## src/rtl/decode_pkg.sv

```systemverilog
// Decode-stage shared types: multi-cycle HI/LO operation codes and the
// multdiv sequencer state encoding.
package decode_pkg;

    typedef enum logic [1:0] {
        M_MULT  = 2'd0,
        M_MULTU = 2'd1,
        M_DIV   = 2'd2,
        M_DIVU  = 2'd3
    } multicycle_t;

    typedef enum logic [1:0] {
        IDLE = 2'd0,
        MUL  = 2'd1,
        DIV  = 2'd2,
        DONE = 2'd3
    } mdseq_state_t;

    localparam int DIV_ITERS = 32;

    function automatic logic [31:0] cond_neg32(input logic [31:0] v, input logic neg);
        return neg ? (32'd0 - v) : v;
    endfunction

endpackage

```

## src/rtl/multdiv_sequencer_div_core.sv

```systemverilog
// Unsigned 32-bit restoring divider, one quotient bit per step enable.
module div_core (
    input  logic        clk,
    input  logic        reset,
    input  logic        start_i,
    input  logic        step_i,
    input  logic [31:0] dividend_i,
    input  logic [31:0] divisor_i,
    output logic [31:0] quotient_o,
    output logic [31:0] remainder_o
);

    logic [31:0] rem_q, rem_d;
    logic [31:0] quo_q, quo_d;
    logic [31:0] dvs_q, dvs_d;
    logic [32:0] shifted_s;
    logic        fits_s;
    logic [31:0] rem_step_s;
    logic [31:0] quo_step_s;

    // Trial subtraction; the low 32 bits of the difference are exact whenever it fits.
    always_comb begin
        shifted_s  = {rem_q, quo_q[31]};
        fits_s     = (shifted_s >= {1'b0, dvs_q});
        rem_step_s = fits_s ? (shifted_s[31:0] - dvs_q) : shifted_s[31:0];
        quo_step_s = {quo_q[30:0], fits_s};
    end

    // Outputs include the step being taken this cycle, so the controller can
    // capture the final result on the same edge as the last iteration.
    assign quotient_o  = quo_step_s;
    assign remainder_o = rem_step_s;

    // Next-state selection: load, iterate or hold.
    always_comb begin
        rem_d = rem_q;
        quo_d = quo_q;
        dvs_d = dvs_q;
        if (start_i) begin
            rem_d = 32'd0;
            quo_d = dividend_i;
            dvs_d = divisor_i;
        end else if (step_i) begin
            rem_d = rem_step_s;
            quo_d = quo_step_s;
        end else begin
            rem_d = rem_q;
        end
    end

    // Divider datapath registers.
    always_ff @(posedge clk or posedge reset) begin
        if (reset) begin
            rem_q <= 32'd0;
            quo_q <= 32'd0;
            dvs_q <= 32'd0;
        end else begin
            rem_q <= rem_d;
            quo_q <= quo_d;
            dvs_q <= dvs_d;
        end
    end

endmodule

```

## src/rtl/multdiv_sequencer.sv

```systemverilog
// Execute-stage controller for multi-cycle MULT/MULTU/DIV/DIVU: stalls the
// pipeline, sequences the operation and presents HI/LO for one retire window.
module multdiv_sequencer
    import decode_pkg::*;
#(
    parameter int MULT_LAT = 3
) (
    input  logic        clk,
    input  logic        reset,
    input  logic        valid_i,
    input  multicycle_t type_i,
    input  logic [31:0] a_i,
    input  logic [31:0] b_i,
    input  logic        stall_i,
    input  logic        flush_i,
    output logic        busy_o,
    output logic        done_o,
    output logic [31:0] hi_o,
    output logic [31:0] lo_o
);

    localparam logic [5:0] MUL_LAST = 6'(MULT_LAT - 1);
    localparam logic [5:0] DIV_LAST = 6'(DIV_ITERS - 1);

    mdseq_state_t state_q, state_d;
    multicycle_t  type_q, type_d;
    logic [5:0]   count_q, count_d;
    logic         sa_q, sa_d;
    logic         sb_q, sb_d;
    logic [31:0]  a_q, a_d;
    logic [31:0]  b_q, b_d;
    logic [31:0]  hi_q, hi_d;
    logic [31:0]  lo_q, lo_d;

    logic         div_start_s;
    logic         div_step_s;
    logic [31:0]  div_quo_s;
    logic [31:0]  div_rem_s;
    logic         mul_sx_s;
    logic [63:0]  prod_s;
    logic         is_div_s;
    logic         is_signed_s;

    assign mul_sx_s = (type_q == M_MULT);
    assign prod_s   = {{32{mul_sx_s & a_q[31]}}, a_q} * {{32{mul_sx_s & b_q[31]}}, b_q};

    assign is_div_s    = (type_i == M_DIV) || (type_i == M_DIVU);
    assign is_signed_s = (type_i == M_MULT) || (type_i == M_DIV);

    div_core u_div_core (
        .clk         (clk),
        .reset       (reset),
        .start_i     (div_start_s),
        .step_i      (div_step_s),
        .dividend_i  (a_d),
        .divisor_i   (b_d),
        .quotient_o  (div_quo_s),
        .remainder_o (div_rem_s)
    );

    // Next-state and datapath capture; flush overrides everything, including
    // a completion that would otherwise land this cycle.
    always_comb begin
        state_d     = state_q;
        type_d      = type_q;
        count_d     = count_q;
        sa_d        = sa_q;
        sb_d        = sb_q;
        a_d         = a_q;
        b_d         = b_q;
        hi_d        = hi_q;
        lo_d        = lo_q;
        div_start_s = 1'b0;
        div_step_s  = 1'b0;
        if (flush_i) begin
            state_d = IDLE;
        end else begin
            case (state_q)
                IDLE: begin
                    if (valid_i) begin
                        type_d  = type_i;
                        count_d = 6'd0;
                        sa_d    = is_signed_s & a_i[31];
                        sb_d    = is_signed_s & b_i[31];
                        if (is_div_s) begin
                            a_d = cond_neg32(a_i, is_signed_s & a_i[31]);
                            b_d = cond_neg32(b_i, is_signed_s & b_i[31]);
                            if (b_i == 32'd0) begin
                                hi_d    = a_i;
                                lo_d    = 32'hFFFF_FFFF;
                                state_d = DONE;
                            end else begin
                                div_start_s = 1'b1;
                                state_d     = DIV;
                            end
                        end else begin
                            a_d     = a_i;
                            b_d     = b_i;
                            state_d = MUL;
                        end
                    end else begin
                        state_d = IDLE;
                    end
                end
                MUL: begin
                    count_d = count_q + 6'd1;
                    if (count_q == MUL_LAST) begin
                        hi_d    = prod_s[63:32];
                        lo_d    = prod_s[31:0];
                        state_d = DONE;
                    end else begin
                        state_d = MUL;
                    end
                end
                DIV: begin
                    div_step_s = 1'b1;
                    count_d    = count_q + 6'd1;
                    if (count_q == DIV_LAST) begin
                        hi_d    = cond_neg32(div_rem_s, sa_q);
                        lo_d    = cond_neg32(div_quo_s, sa_q ^ sb_q);
                        state_d = DONE;
                    end else begin
                        state_d = DIV;
                    end
                end
                DONE: begin
                    if (stall_i) begin
                        state_d = DONE;
                    end else begin
                        state_d = IDLE;
                    end
                end
                default: state_d = IDLE;
            endcase
        end
    end

    // Controller and result registers.
    always_ff @(posedge clk or posedge reset) begin
        if (reset) begin
            state_q <= IDLE;
            type_q  <= M_MULT;
            count_q <= 6'd0;
            sa_q    <= 1'b0;
            sb_q    <= 1'b0;
            a_q     <= 32'd0;
            b_q     <= 32'd0;
            hi_q    <= 32'd0;
            lo_q    <= 32'd0;
        end else begin
            state_q <= state_d;
            type_q  <= type_d;
            count_q <= count_d;
            sa_q    <= sa_d;
            sb_q    <= sb_d;
            a_q     <= a_d;
            b_q     <= b_d;
            hi_q    <= hi_d;
            lo_q    <= lo_d;
        end
    end

    assign busy_o = ((state_q == IDLE) && valid_i && !flush_i) ||
                    (state_q == MUL) || (state_q == DIV);
    assign done_o = (state_q == DONE);
    assign hi_o   = hi_q;
    assign lo_o   = lo_q;

endmodule

```

## config.mk

```make
export PLATFORM = sky130hd
export DESIGN_NAME = multdiv_sequencer
export DESIGN_NICKNAME = d
export VERILOG_FILES = /design/src/rtl/decode_pkg.sv /design/src/rtl/multdiv_sequencer_div_core.sv /design/src/rtl/multdiv_sequencer.sv
export SDC_FILE = /design/constraint.sdc
export NUM_CORES = 2
export LEC_CHECK = 0
export CORE_ASPECT_RATIO = 1.25
export CORE_UTILIZATION = 55
export CTS_CLUSTER_SIZE = 14
export DETAILED_ROUTE_END_ITERATION = 7
export GPL_TIMING_DRIVEN = 0
export PLACE_DENSITY = 0.76
export SETUP_SLACK_MARGIN = 0.5
export SLEW_MARGIN = 40
export SYNTH_ARGS = -nofsm -noshare
export SYNTH_HDL_FRONTEND = slang
export SYNTH_SLANG_ARGS = --single-unit
```

## constraint.sdc

```tcl
create_clock -name clk -period 23.7 [get_ports clk]
set_input_delay 4.74 -clock clk [delete_from_list [all_inputs] [get_ports clk]]
set_output_delay 4.74 -clock clk [all_outputs]
set_load 0.01 [all_outputs]
```

# == Word-level counts from Yosys, hierarchy flattened ==
# Index checks and enable logic that the tools add are counted.
# classes
addsub,6
n_mul,1
n_div,0
magnitude_cmp,1
eq_ne,12
shift,0
n_mux,46
bitwise_logic,6
n_reduce_logical,18
# ops
op,count
32-bit 2-to-1 mux,27
32-bit case mux with 3 select lines,2
1-bit by 32-bit subtractor with 32-bit output (first input constant),4
33-bit by 33-bit multiplier with 64-bit output,1
33-bit by 32-bit greater-or-equal comparator with 1-bit output,1
32-bit logical NOT,1
32-bit subtractor,1
6-bit case mux with 2 select lines,1
2-bit 2-to-1 mux,5
2-bit inequality test (second input constant),5
1-bit 2-to-1 mux,9
2-bit equality test (second input constant),4
2-bit case mux with 4 select lines,1
7-bit AND reduction,1
6-bit by 1-bit adder with 6-bit output (second input constant),1
6-bit by 2-bit equality test with 1-bit output (second input constant),1
6-bit by 5-bit equality test with 1-bit output (second input constant),1
2-bit logical NOT,3
6-bit 2-to-1 mux,1
3-bit AND reduction,2
1-bit AND,4
1-bit logical OR,4
2-bit nonzero test,2
3-bit nonzero test,1
other kinds (6),7
# word_totals
ff_bits,236
latchBits,0
mem_bits_rw,0
romBits,0
output_inout_bits,66
wordCells,102
memories,0

# == Depth between registers and ports, before layout ==
# logic_depth
word_depth,9
depth_mapped,32
mapped_depth_nobuf,31

# == By module ==
# Synthesis repeated with hierarchy kept, for this count alone.
# hier_totals
cells_unflattened,6147
area_unflattened_um2,53598.9
# by_module_without_submodules
module,instances,cells_each,area_each_um2,seq_area_each_um2
multdiv_sequencer,1,5354,46856.2,3503.4
div_core,1,793,6742.7,2402.3

# == Worst setup path after synthesis ==
# Ideal clock, no wire load.
# synth_timing
kind,input-to-output
startpoint,input valid_i
endpoint,output busy_o
t_arrival_ps,5811
required_time_ps,18960
setup_slack_ps,13149
path_stages,6
path_buffers,3
path_cell_list,nand2_1 or2_2 clkbuf_1 clkbuf_1 clkbuf_1 nand3_1
# synth_via
elab_chain_len,4
# synth_lines
element,line,text
start: declaration,multdiv_sequencer.sv:10,"input logic valid_i,"
1-bit logical AND (2 in series),multdiv_sequencer.sv:163,assign busy_o = ((state_q == IDLE) && valid_i && !flush_i) ||
1-bit logical OR,multdiv_sequencer.sv:163,
1-bit logical OR,multdiv_sequencer.sv:164,(state_q == MUL) || (state_q == DIV);
end: declaration,multdiv_sequencer.sv:16,"output logic busy_o,"
# Every way passes these cells.

# == Final worst setup path ==
# layout_timing
startpoint,input flush_i
endpoint,output busy_o
# layout_via
elab_chain_len,4
# layout_lines
element,line,text
start: declaration,multdiv_sequencer.sv:15,"input logic flush_i,"
1-bit logical NOT,multdiv_sequencer.sv:163,
1-bit logical AND,multdiv_sequencer.sv:163,
1-bit logical OR,multdiv_sequencer.sv:163,
1-bit logical OR,multdiv_sequencer.sv:164,
# Every way passes these cells.

==> metrics <==
Area Growth Syn to Fin 7.698%; fill count 8446; ys async rst share 100.0%; DR pass1 iterations 8; H-tree depth 1; Via Count 45200; register area share after synthesis 11.16%; CP dominant cell by count clkbuf_1; Longest Clk Path Bufs 3; Slew HR 31.20%; cts repair resizes 0; average wire per standard cell 27.26 um; Syn Inst Count 6050; RePlAce Congestion 1.070; Syn Area/Cell 8.747 sq um; Crit path buffers/inverters 5; Detail Placement HPWL 170.2 mm; CTS Hold Bufs 0; CP top delay family buffers and inverters; Detailed Route Iter0 Violations 4538; CP Max Fanout 10; Arr. time, crit path 8.43 ns; final setup vio count 0; crit path from flush_i; YS warnings 0; vias in the first global route 46460; Total Wirelength 205.2 mm; Worst-Skew Late Latency 0.57 ns; Die Ht 348.8 um; Final TNS setup 0 ns; Worst Hold Class flip-flop to flip-flop; slew of the pin with the lowest slew margin 1.032 ns; Slew Limit Fails 0; CP cell instances clkdlybuf4s50_1 > or2_2 > clkbuf_1 > clkbuf_1 > clkbuf_1 > nand3_1 > clkdlybuf4s50_1; syn nets 7501; # DRC 0; DIE WIDTH 279.4 um; Worst Skew 0.01740 ns; Clock Sinks 236; clock slew at reported path FFs 0.07 ns; die area 97470 sq um; Core Area 94910 sq um; Slowest-stage cell, CP clkbuf_1; initial core utilization 55.76%; synthesized flop and latch total 236; first-pass GRT wire length 300.8 mm; num ports 137; CP required 18.96 ns; fin nets 7668; Post-synth EDFFs 0; synthesized cell area 52920 sq um; RSZ-0062 raised after global routing no; # port buffers 136; final hold vios 0; post-route ant nets 0; Yosys cell types 91; row count 126; antenna violations before repair 17; TritonCTS clock tree built; final instance area 56990 sq um; Achievable Freq 75.94 MHz; largest net degree at the start of global routing 79; post-DR vias/cell 6.004; Max Cap Viol 0; share of layout cells above drive strength 1 3.128%; crit path kind input pin to primary output; largest area contributor in the netlist fa_1; gr usage total 43.08%; worst r2r src type_q[0]$_DFFE_PP0P_; TritonCTS buffer count 25; placed cell areas 56050 sq um; gr ovfl total 0; crit-path max cell delay 0.66 ns; CP endpoint kind primary output; Area contributors post-synth fa_1 (43%), dfrtp_1 (11%), inv_1 (9.0%), nand2_1 (7.6%), ha_1 (6.0%); min Tclk post-route 13.17 ns; status complete, no violations; Hold Startpoint type_q[0]$_DFFE_PP0P_; postcts setup bufs 0; Top FF cell, synth dfrtp_1; post-synth top area share 42.60%; Root Buffer Master clkbuf_16; Final period util 55.56%; crit start category input pin
-- synth_stat cells (20+ instances only) --
library cell,count
xor2_1,87
o21ai_0,231
inv_1,1272
fa_1,1126
nor2_1,241
nand2_1,1066
dfrtp_1,236
a221oi_1,36
xnor2_1,128
ha_1,254
and2_1,260
a31oi_1,26
a21oi_1,151
and3_1,45
o21a_1,20
nor4_1,21
clkbuf_1,328
or3_1,25
nand3_1,33
mux2i_1,25
o31ai_1,21
mux2_2,20
a21o_1,46
nor3_1,50
a211oi_1,39
-- through the flow --
stage / hold WS [ns] / instances / util (%) / worst slack, ns
2_1_floorplan: 0.4464 / 6050 / - / 12.49
3_3_place_gp: 0.4611 / 7466 / 58.88 / 9.259
3_5_place_dp: 0.4632 / 7470 / 59.06 / 10.73
4_1_cts: 0.4798 / 7514 / 59.98 / 10.73
5_1_grt: 0.5101 / 7516 / 60.02 / 10.61
6_report: 0.4806 / 7528 / 60.05 / 10.53
-- worst paths after layout --
path | endpoint | slack [ns] | cells after the start
max in group asynchronous | a_q[13]$_DFF_PP0_ | 18.36 | 3
min reg2reg | type_q[0]$_DFFE_PP0P_ | 0.48 | 2
min in group asynchronous | u_div_core.rem_q[5]$_DFFE_PP0P_ | 4.56 | 2
max | busy_o | 10.53 | 7
min | type_q[0]$_DFFE_PP0P_ | 0.48 | 2
max reg2reg | hi_o[24]$_DFFE_PP0P_ | 12.70 | 29
-- kinds of logic (layout without fill, tap and decap cells) --
logic type | after synthesis | after routing | share of synthesized area (%)
simple gates | 1857 | 1857 | 15.79
buf+inv | 1614 | 1798 | 11.51
fa+ha+maj | 1380 | 1380 | 48.60
compound gates | 703 | 703 | 8.483
flops | 236 | 236 | 11.16
xor+xnor | 215 | 215 | 3.558
mux | 45 | 45 | 0.8984
other cells | 0 | 14 | 0
-- worst min-delay path, cell delays in order, from the launching register on --
cell and delay, ns:
dfrtp_1 0.34, nand2_1 0.05, nand2_1 0.05
-- state kept, by name (all words and copies together) (netlist names) --
signal and count:
type_q 2, state_q 2, a_q 32, hi_o 32, u_div_core.dvs_q 32, count_q 6
u_div_core.rem_q 32, lo_o 32, b_q 32, u_div_core.quo_q 32, sa_q 1, sb_q 1
-- cells in the final DEF (no fill, tap or decap), types with 136 or more instances in the layout --
cell type        instances
ha_1                   254
dfrtp_1                236
o21ai_0                229
clkdlybuf4s50_1        136
nor2_1                 241
clkbuf_1               261
inv_1                 1271
nand2_1               1066
fa_1                  1124
a21oi_1                151
and2_1                 260
-- layer usage --
layer  vias to the layer above  global-route usage [%]  share of wire, %
li1                      18630                       -                 -
met1                     22590                   49.73                33
met2                      3009                   66.54                45
met3                       958                   11.88                12
met4                         8                   36.71                11
met5                         -                       0             0.024
-- final cells by class --
class	instances	area, sq um	share of cell area (%)
Sequential cell	236	5906	10.36
Antenna cell	14	35.03	0.06147
Clock inverter	10	160.2	0.2810
Inverter	1273	4786	8.397
Timing Repair Buffer	140	1451	2.547
Buffer	341	1401	2.459
Multi-Input combinational cell	4200	40940	71.84
Clock buffer	34	709.4	1.245
Tap cell	1280	1602	2.810
Power is left out: the tool's default activity adds up to more than one toggle a clock period on the data nets, which glitch-free logic cannot reach.
